File: config.mk
export PLATFORM = sky130hd
export DESIGN_NAME = bitserial_add_arbiter
export DESIGN_NICKNAME = d
export VERILOG_FILES = /design/src/rtl/bitserial_add_arbiter.sv
export SDC_FILE = /design/constraint.sdc
export NUM_CORES = 1
export LEC_CHECK = 0
export BUFFER_PORTS_ARGS = -buffer_cell sky130_fd_sc_hd__buf_2
export CAP_MARGIN = 40
export CORE_MARGIN = 4
export CORE_UTILIZATION = 45
export DETAILED_ROUTE_END_ITERATION = 16
export PLACE_DENSITY = 0.8
export SYNTH_ARGS = -nofsm -noshare
export SYNTH_HDL_FRONTEND = slang
export SYNTH_SLANG_ARGS = --single-unit
File: constraint.sdc
create_clock -name clk_i -period 2.8 [get_ports clk_i]
set_clock_uncertainty 0.1 [all_clocks]
set_input_delay 0.7 -clock clk_i [delete_from_list [all_inputs] [get_ports clk_i]]
set_output_delay 0.7 -clock clk_i [all_outputs]
set_load 0.05 [all_outputs]
File: src/rtl/bitserial_add_arbiter.sv
// Two-requester bit-serial adder: one shared full-adder cell, round-robin grant, LSB first.
// Optional signed-overflow output enabled by defining BITSERIAL_ADD_ARBITER_OVF_EN.
module bitserial_add_arbiter #(
    parameter int WIDTH = 32
) (
    input  logic               clk_i,
    input  logic               rst_ni,
    input  logic [1:0]         req_valid_i,
    output logic [1:0]         req_ready_o,
    input  logic [2*WIDTH-1:0] req_a_i,
    input  logic [2*WIDTH-1:0] req_b_i,
    input  logic [1:0]         req_cin_i,
    output logic               rsp_valid_o,
    input  logic               rsp_ready_i,
    output logic               rsp_id_o,
    output logic [WIDTH-1:0]   rsp_sum_o,
    output logic               rsp_cout_o,
    output logic               rsp_ovf_o
);

    localparam int CNT_W = $clog2(WIDTH) + 1;

    typedef enum logic [1:0] {
        IDLE = 2'd0,
        RUN  = 2'd1,
        DONE = 2'd2
    } state_t;

    state_t             state_r;
    logic [CNT_W-1:0]   cnt_r;
    logic               carry_r;
    logic [WIDTH-1:0]   a_r;
    logic [WIDTH-1:0]   b_r;
    logic [WIDTH-1:0]   sum_r;
    logic               last_grant_r;
    logic               id_r;
    logic               valid_r;

    logic               grant_s;
    logic               accept_s;
    logic               sum_bit_s;
    logic               cout_s;
    logic               last_bit_s;

    function automatic logic [1:0] full_add(input logic a, input logic b, input logic c);
        return {(a & b) | (a & c) | (b & c), a ^ b ^ c};
    endfunction

    // Round-robin selection: on contention the requester not served last wins
    always_comb begin
        grant_s = 1'b0;
        if (req_valid_i == 2'b11) begin
            grant_s = ~last_grant_r;
        end else if (req_valid_i[0]) begin
            grant_s = 1'b0;
        end else begin
            grant_s = 1'b1;
        end
    end

    assign accept_s   = (state_r == IDLE) && (|req_valid_i);
    assign {cout_s, sum_bit_s} = full_add(a_r[0], b_r[0], carry_r);
    assign last_bit_s = (cnt_r == CNT_W'(WIDTH - 1));

    // Accept strobe; gated by reset so it reads 0 while rst_ni is low
    always_comb begin
        req_ready_o = 2'b00;
        if (rst_ni && accept_s) begin
            req_ready_o = grant_s ? 2'b10 : 2'b01;
        end else begin
            req_ready_o = 2'b00;
        end
    end

    // Control FSM and serial datapath; operands shift right so bit 0 always feeds the adder
    always_ff @(posedge clk_i or negedge rst_ni) begin
        if (!rst_ni) begin
            state_r      <= IDLE;
            cnt_r        <= '0;
            carry_r      <= 1'b0;
            a_r          <= '0;
            b_r          <= '0;
            sum_r        <= '0;
            last_grant_r <= 1'b1;
            id_r         <= 1'b0;
            valid_r      <= 1'b0;
        end else begin
            case (state_r)
                IDLE: begin
                    if (accept_s) begin
                        a_r          <= grant_s ? req_a_i[2*WIDTH-1:WIDTH] : req_a_i[WIDTH-1:0];
                        b_r          <= grant_s ? req_b_i[2*WIDTH-1:WIDTH] : req_b_i[WIDTH-1:0];
                        carry_r      <= req_cin_i[grant_s];
                        last_grant_r <= grant_s;
                        id_r         <= grant_s;
                        cnt_r        <= '0;
                        state_r      <= RUN;
                    end else begin
                        state_r      <= IDLE;
                    end
                end
                RUN: begin
                    sum_r   <= {sum_bit_s, sum_r[WIDTH-1:1]};
                    carry_r <= cout_s;
                    a_r     <= a_r >> 1;
                    b_r     <= b_r >> 1;
                    cnt_r   <= cnt_r + CNT_W'(1);
                    if (last_bit_s) begin
                        state_r <= DONE;
                        valid_r <= 1'b1;
                    end else begin
                        state_r <= RUN;
                    end
                end
                DONE: begin
                    if (rsp_ready_i) begin
                        valid_r <= 1'b0;
                        state_r <= IDLE;
                    end else begin
                        state_r <= DONE;
                    end
                end
                default: begin
                    state_r <= IDLE;
                    valid_r <= 1'b0;
                end
            endcase
        end
    end

`ifdef BITSERIAL_ADD_ARBITER_OVF_EN
    logic ovf_r;

    // Overflow = carry into MSB xor carry out, both visible on the final RUN cycle
    always_ff @(posedge clk_i or negedge rst_ni) begin
        if (!rst_ni) begin
            ovf_r <= 1'b0;
        end else if ((state_r == RUN) && last_bit_s) begin
            ovf_r <= carry_r ^ cout_s;
        end else begin
            ovf_r <= ovf_r;
        end
    end

    assign rsp_ovf_o = ovf_r;
`else
    assign rsp_ovf_o = 1'b0;
`endif

    assign rsp_valid_o = valid_r;
    assign rsp_id_o    = id_r;
    assign rsp_sum_o   = sum_r;
    assign rsp_cout_o  = carry_r;

endmodule

; Word level (Yosys, flattened, before mapping)
; Cells that the tools add are included.
[op_classes]
n_addsub = 1
order_cmp = 1
n_eq_ne = 7
mux = 23
bitwise = 9
n_reduce_logical = 8
[ops]
columns = operator, count
row1 = 32-bit 2-to-1 mux, 4
row2 = 32-bit case mux with 2 select lines, 2
row3 = 6-bit case mux with 2 select lines, 1
row4 = 1-bit 2-to-1 mux, 8
row5 = 2-bit 2-to-1 mux, 4
row6 = "6-bit by 1-bit adder with 6-bit output, second input constant", 1
row7 = "6-bit by 5-bit equality test with 1-bit output, second input constant", 1
row8 = 6-bit 2-to-1 mux, 1
row9 = "2-bit != test, second input constant", 3
row10 = 2-bit case mux with 3 select lines, 1
row11 = "2-bit equality test, second input constant", 2
row12 = 2-bit AND reduction, 2
row13 = 1-bit bitwise AND, 3
row14 = 1-bit case mux with 3 select lines, 1
row15 = 3-bit AND reduction, 1
row16 = "2-bit by 1-bit equality test with 1-bit output, second input constant", 1
row17 = 1-bit logical AND, 2
row18 = 2-bit zero test, 1
row19 = "1-bit by 2-bit < comparator with 1-bit output, second input constant", 1
row20 = 1-bit inverter, 2
row21 = 1-bit bitwise OR, 2
row22 = 1-bit case mux with 2 select lines, 1
row23 = 2-bit nonzero test, 1
row24 = 2-bit OR reduction, 1
row25 = 1-bit XOR, 2
[totals]
ff_bits = 108
in_bits = 135
out_inout_bits = 38

; Depth between registers and ports, before layout
[depth]
word_depth = 6
depth_mapped = 7

; Worst setup path before layout
; OpenSTA, ideal clock, no wires.
[synth_path]
path_type = input-to-output
start = input req_valid_i[1]
end = output req_ready_o[0]
arrival_ns = 1.775
required_ns = 2.000
setup_slack_ns = 0.225
stages = 4
n_path_buf = 0
path_cell_list = nor2_1 > nor3_1 > nand2_1 > nor2_1
[synth_between]
elab_chain_cells = 4
word_cells_on_any_way = 7
[synth_lines]
columns = element, line_no
row1 = start: declaration, 8  ; input logic [1:0] req_valid_i,
row2 = 2-bit equality test or 2-bit OR reduction (tied branches), "52, 61"
row3 = 1-bit 2-to-1 mux or 1-bit logical AND (tied branches), "52, 61"
row4 = 2-bit 2-to-1 mux or 1-bit logical AND (tied branches), "69, 68"
row5 = 2-bit 2-to-1 mux *, 68  ; if (rst_ni && accept_s) begin
row6 = end: declaration, 9  ; output logic [1:0] req_ready_o,
; Mark *: on every way between the ends. The rest lies on a longest branch, timed or not.

; Worst setup path after layout
[layout_path]
start = input req_valid_i[0]
end = output req_ready_o[0]
[layout_between]
elab_chain_cells = 4
word_cells_on_any_way = 8
[layout_lines]
columns = element, line_no
row1 = 2-bit equality test (tied with other cells), 52  ; if (req_valid_i == 2'b11) begin
row2 = 1-bit 2-to-1 mux or 1-bit logical AND (tied branches), "52, 61"
row3 = 2-bit 2-to-1 mux or 1-bit logical AND (tied branches), "69, 68"
row4 = 2-bit 2-to-1 mux *, 68
; Marks and branches as above.

==> reports/qor.txt <==
Syn Nets - 621
Final Setup Violations - 0
Worst slack, placed - 0.3672 ns
RePlAce Congestion - 0.7786
Sequential Area - 2704 sq um
CTS clk-pin slew, worst paths - 0.07 ns
WL per Instance - 15.40 um
Mapped Cells - 484
FF-to-FF End - rsp_id_o$_DFFE_PN0P_
Synth Warn # - 0
Largest net degree at the start of global routing - 72
Core Region - 10980 sq um
Post-synth top area share - 0.5255
Clk Latency, worst-skew pair - 0.33 ns
P&R area growth vs syn - 22.62%
Post-cts resize count - 0
Post-route ant nets - 0
Status - finished, final reports clean
1st-iter DRT viols - 320
Leakage - 3.288 nW
Layout cells sized above 1 - 0.3188
Antenna cell count - 0
Drt pass-1 iters - 5
Remaining DRCs - 0
CP startpoint kind - input pin
CP arrival - 1.66 ns
Final Net Count - 775
Synth cell count leaders - dfrtp_1 (107), nand2_1 (103), o21ai_1 (69)
Maxcap violations - 0
Post-CTS setup repair buffer count - 0
Grt ovf - 0
Period Utilization, post-route - 0.8788
Hold_buf cts - 0
DIE HEIGHT - 114.4 um
Die Span X - 114.4 um
Reg2reg path depth - 5
Syn avg cell area - 10.53 sq um
Cell Rows - 38
Vias per inst - 5.365
Area leader, netlist - dfrtp_1
Root Buffer - clkbuf_16
Die area - 13090 sq um
Multi-input gate area - 2116 sq um
Post-synth top flop - dfrtp_1
Layout Cells excl Fill - 783
PwrDens - 1058 nW/um^2
RR Startpoint - state_r[0]$_DFF_PN0_
Crit Path Category - in2out
FMAX - 406.4 MHz
Most common cell in the netlist - dfrtp_1
Synthesized area - 5095 sq um
Util after Layout - 0.5688
Seq/Total Area, Yosys - 0.5307
Clock Path Buffers - 2
Total wire length - 12060 um
Initial antenna violation count - 0
Worst-path fanout max - 3
Io pins - 173
First-pass GRT wire length - 19250 um
Hold WC Path Type - in2async
Slew headroom - 0.4793
All-Layer GR Usage - 0.1823
RSZ-0062 raised after global routing - false
Period minus WS final - 2.461 ns
CTS tree - built
Clock sink count - 108
Synth area leaders - dfrtp_1 (53%), mux2i_1 (13%), a22oi_1 (9.3%)
Synth unique cells - 32
H-tree Lvls - 3
Detailed Place HPWL - 8860 um
Power, Total - 6.607 mW
Setup TNS - 0 ns
DR vias - 4201
Critical Path RT - 2.00 ns
Worst-Margin Slew - 0.7810 ns
Vias in the first global route - 4160
Crit. End Element - output pin
Layout fillers - 959
Max-slew violations - 0
Initial Util - 0.4639
Register-to-register setup slack - 0.88 ns
Final worst slack - 0.3394 ns
Post-synth EDFFs - 0
IO Port Bufs - 171
CTS Buf Count - 9
Final Hold Fails - 0
Placed cell count - 767
Max IR drop VDD - 0.8039 mV
Synth async-reset ratio - 1.000
Synth Register Bits - 108
[registers in the layout, indices dropped and copies added, names as in the netlist]
register,flops
a_r,32
b_r,32
rsp_sum_o,32
cnt_r,6
state_r,2
last_grant_r,1
rsp_cout_o,1
rsp_id_o,1
rsp_valid_o,1
[layer usage]
layer / track usage / vias to the layer above / routed length, um
li1: - / 2030 / -
met1: 0.2244 / 2004 / 4797
met2: 0.3240 / 153 / 6413
met3: 0.04281 / 14 / 703
met4: 0.04196 / 0 / 142
met5: 0 / - / 0
[where the power goes]
| part | internal, mW | switching, mW |
|---|---|---|
| Sequential | 2.23 | 0.438 |
| Combinational | 0.925 | 1.82 |
| Clock | 0.635 | 0.551 |
| Total | 3.79 | 2.81 |
[cells by family after synthesis]
group           after synthesis  share of synthesized area
mux                          66                     0.1299
flops                       108                     0.5307
simple gates                124                    0.09553
compound gates              141                     0.1761
buf+inv                      41                    0.05894
fa+ha+maj                     2                   0.006385
xor+xnor                      1                   0.001719
other cells                   1                  0.0007360
[worst max-delay path, stage by stage]
cell and delay (ns):
buf_2 0.15, nor2_1 0.07, nor3_1 0.28, nand2_1 0.10, nor2_1 0.09, buf_2 0.27
[cells in the final DEF, fill, tap and decap left out, types with 6 or more instances in the layout]
cell         n
a22oi_1     63
buf_2      170
buf_4       10
clkbuf_16    9
dfrtp_1    107
mux2i_1     65
nand2_1    103
nand3_1      6
nor2_1       9
o21ai_1     69
[through the flow]
step	hold slack [ns]	area, sq um
after CTS	0.3746	6247
after detailed placement	0.3564	5968
after global routing	0.4243	6247
after floorplan	0.3044	5095
after global placement	0.3557	5968
final	0.3727	6247
[area by class of cell]
class	count	area share
well taps	140	0.02804
flip-flops and latches	108	0.4328
inverters	2	0.001202
clock inverters	4	0.005207
multi-input cells	335	0.3387
repair buffers	182	0.1546
clock buffers	12	0.03946
[how the worst max path moves through the flow]
stage	start	end	slack, ns	depth (start not counted)
after floorplan	req_valid_i[1]	req_ready_o[0]	0.23	4
after CTS	req_valid_i[0]	req_ready_o[1]	0.36	5
final	req_valid_i[0]	req_ready_o[0]	0.34	6
after global routing	req_valid_i[0]	req_ready_o[0]	0.30	6
after global placement	req_valid_i[0]	req_ready_o[1]	0.43	5
after detailed placement	req_valid_i[0]	req_ready_o[1]	0.37	5
(Power assumes the default switching activity.)
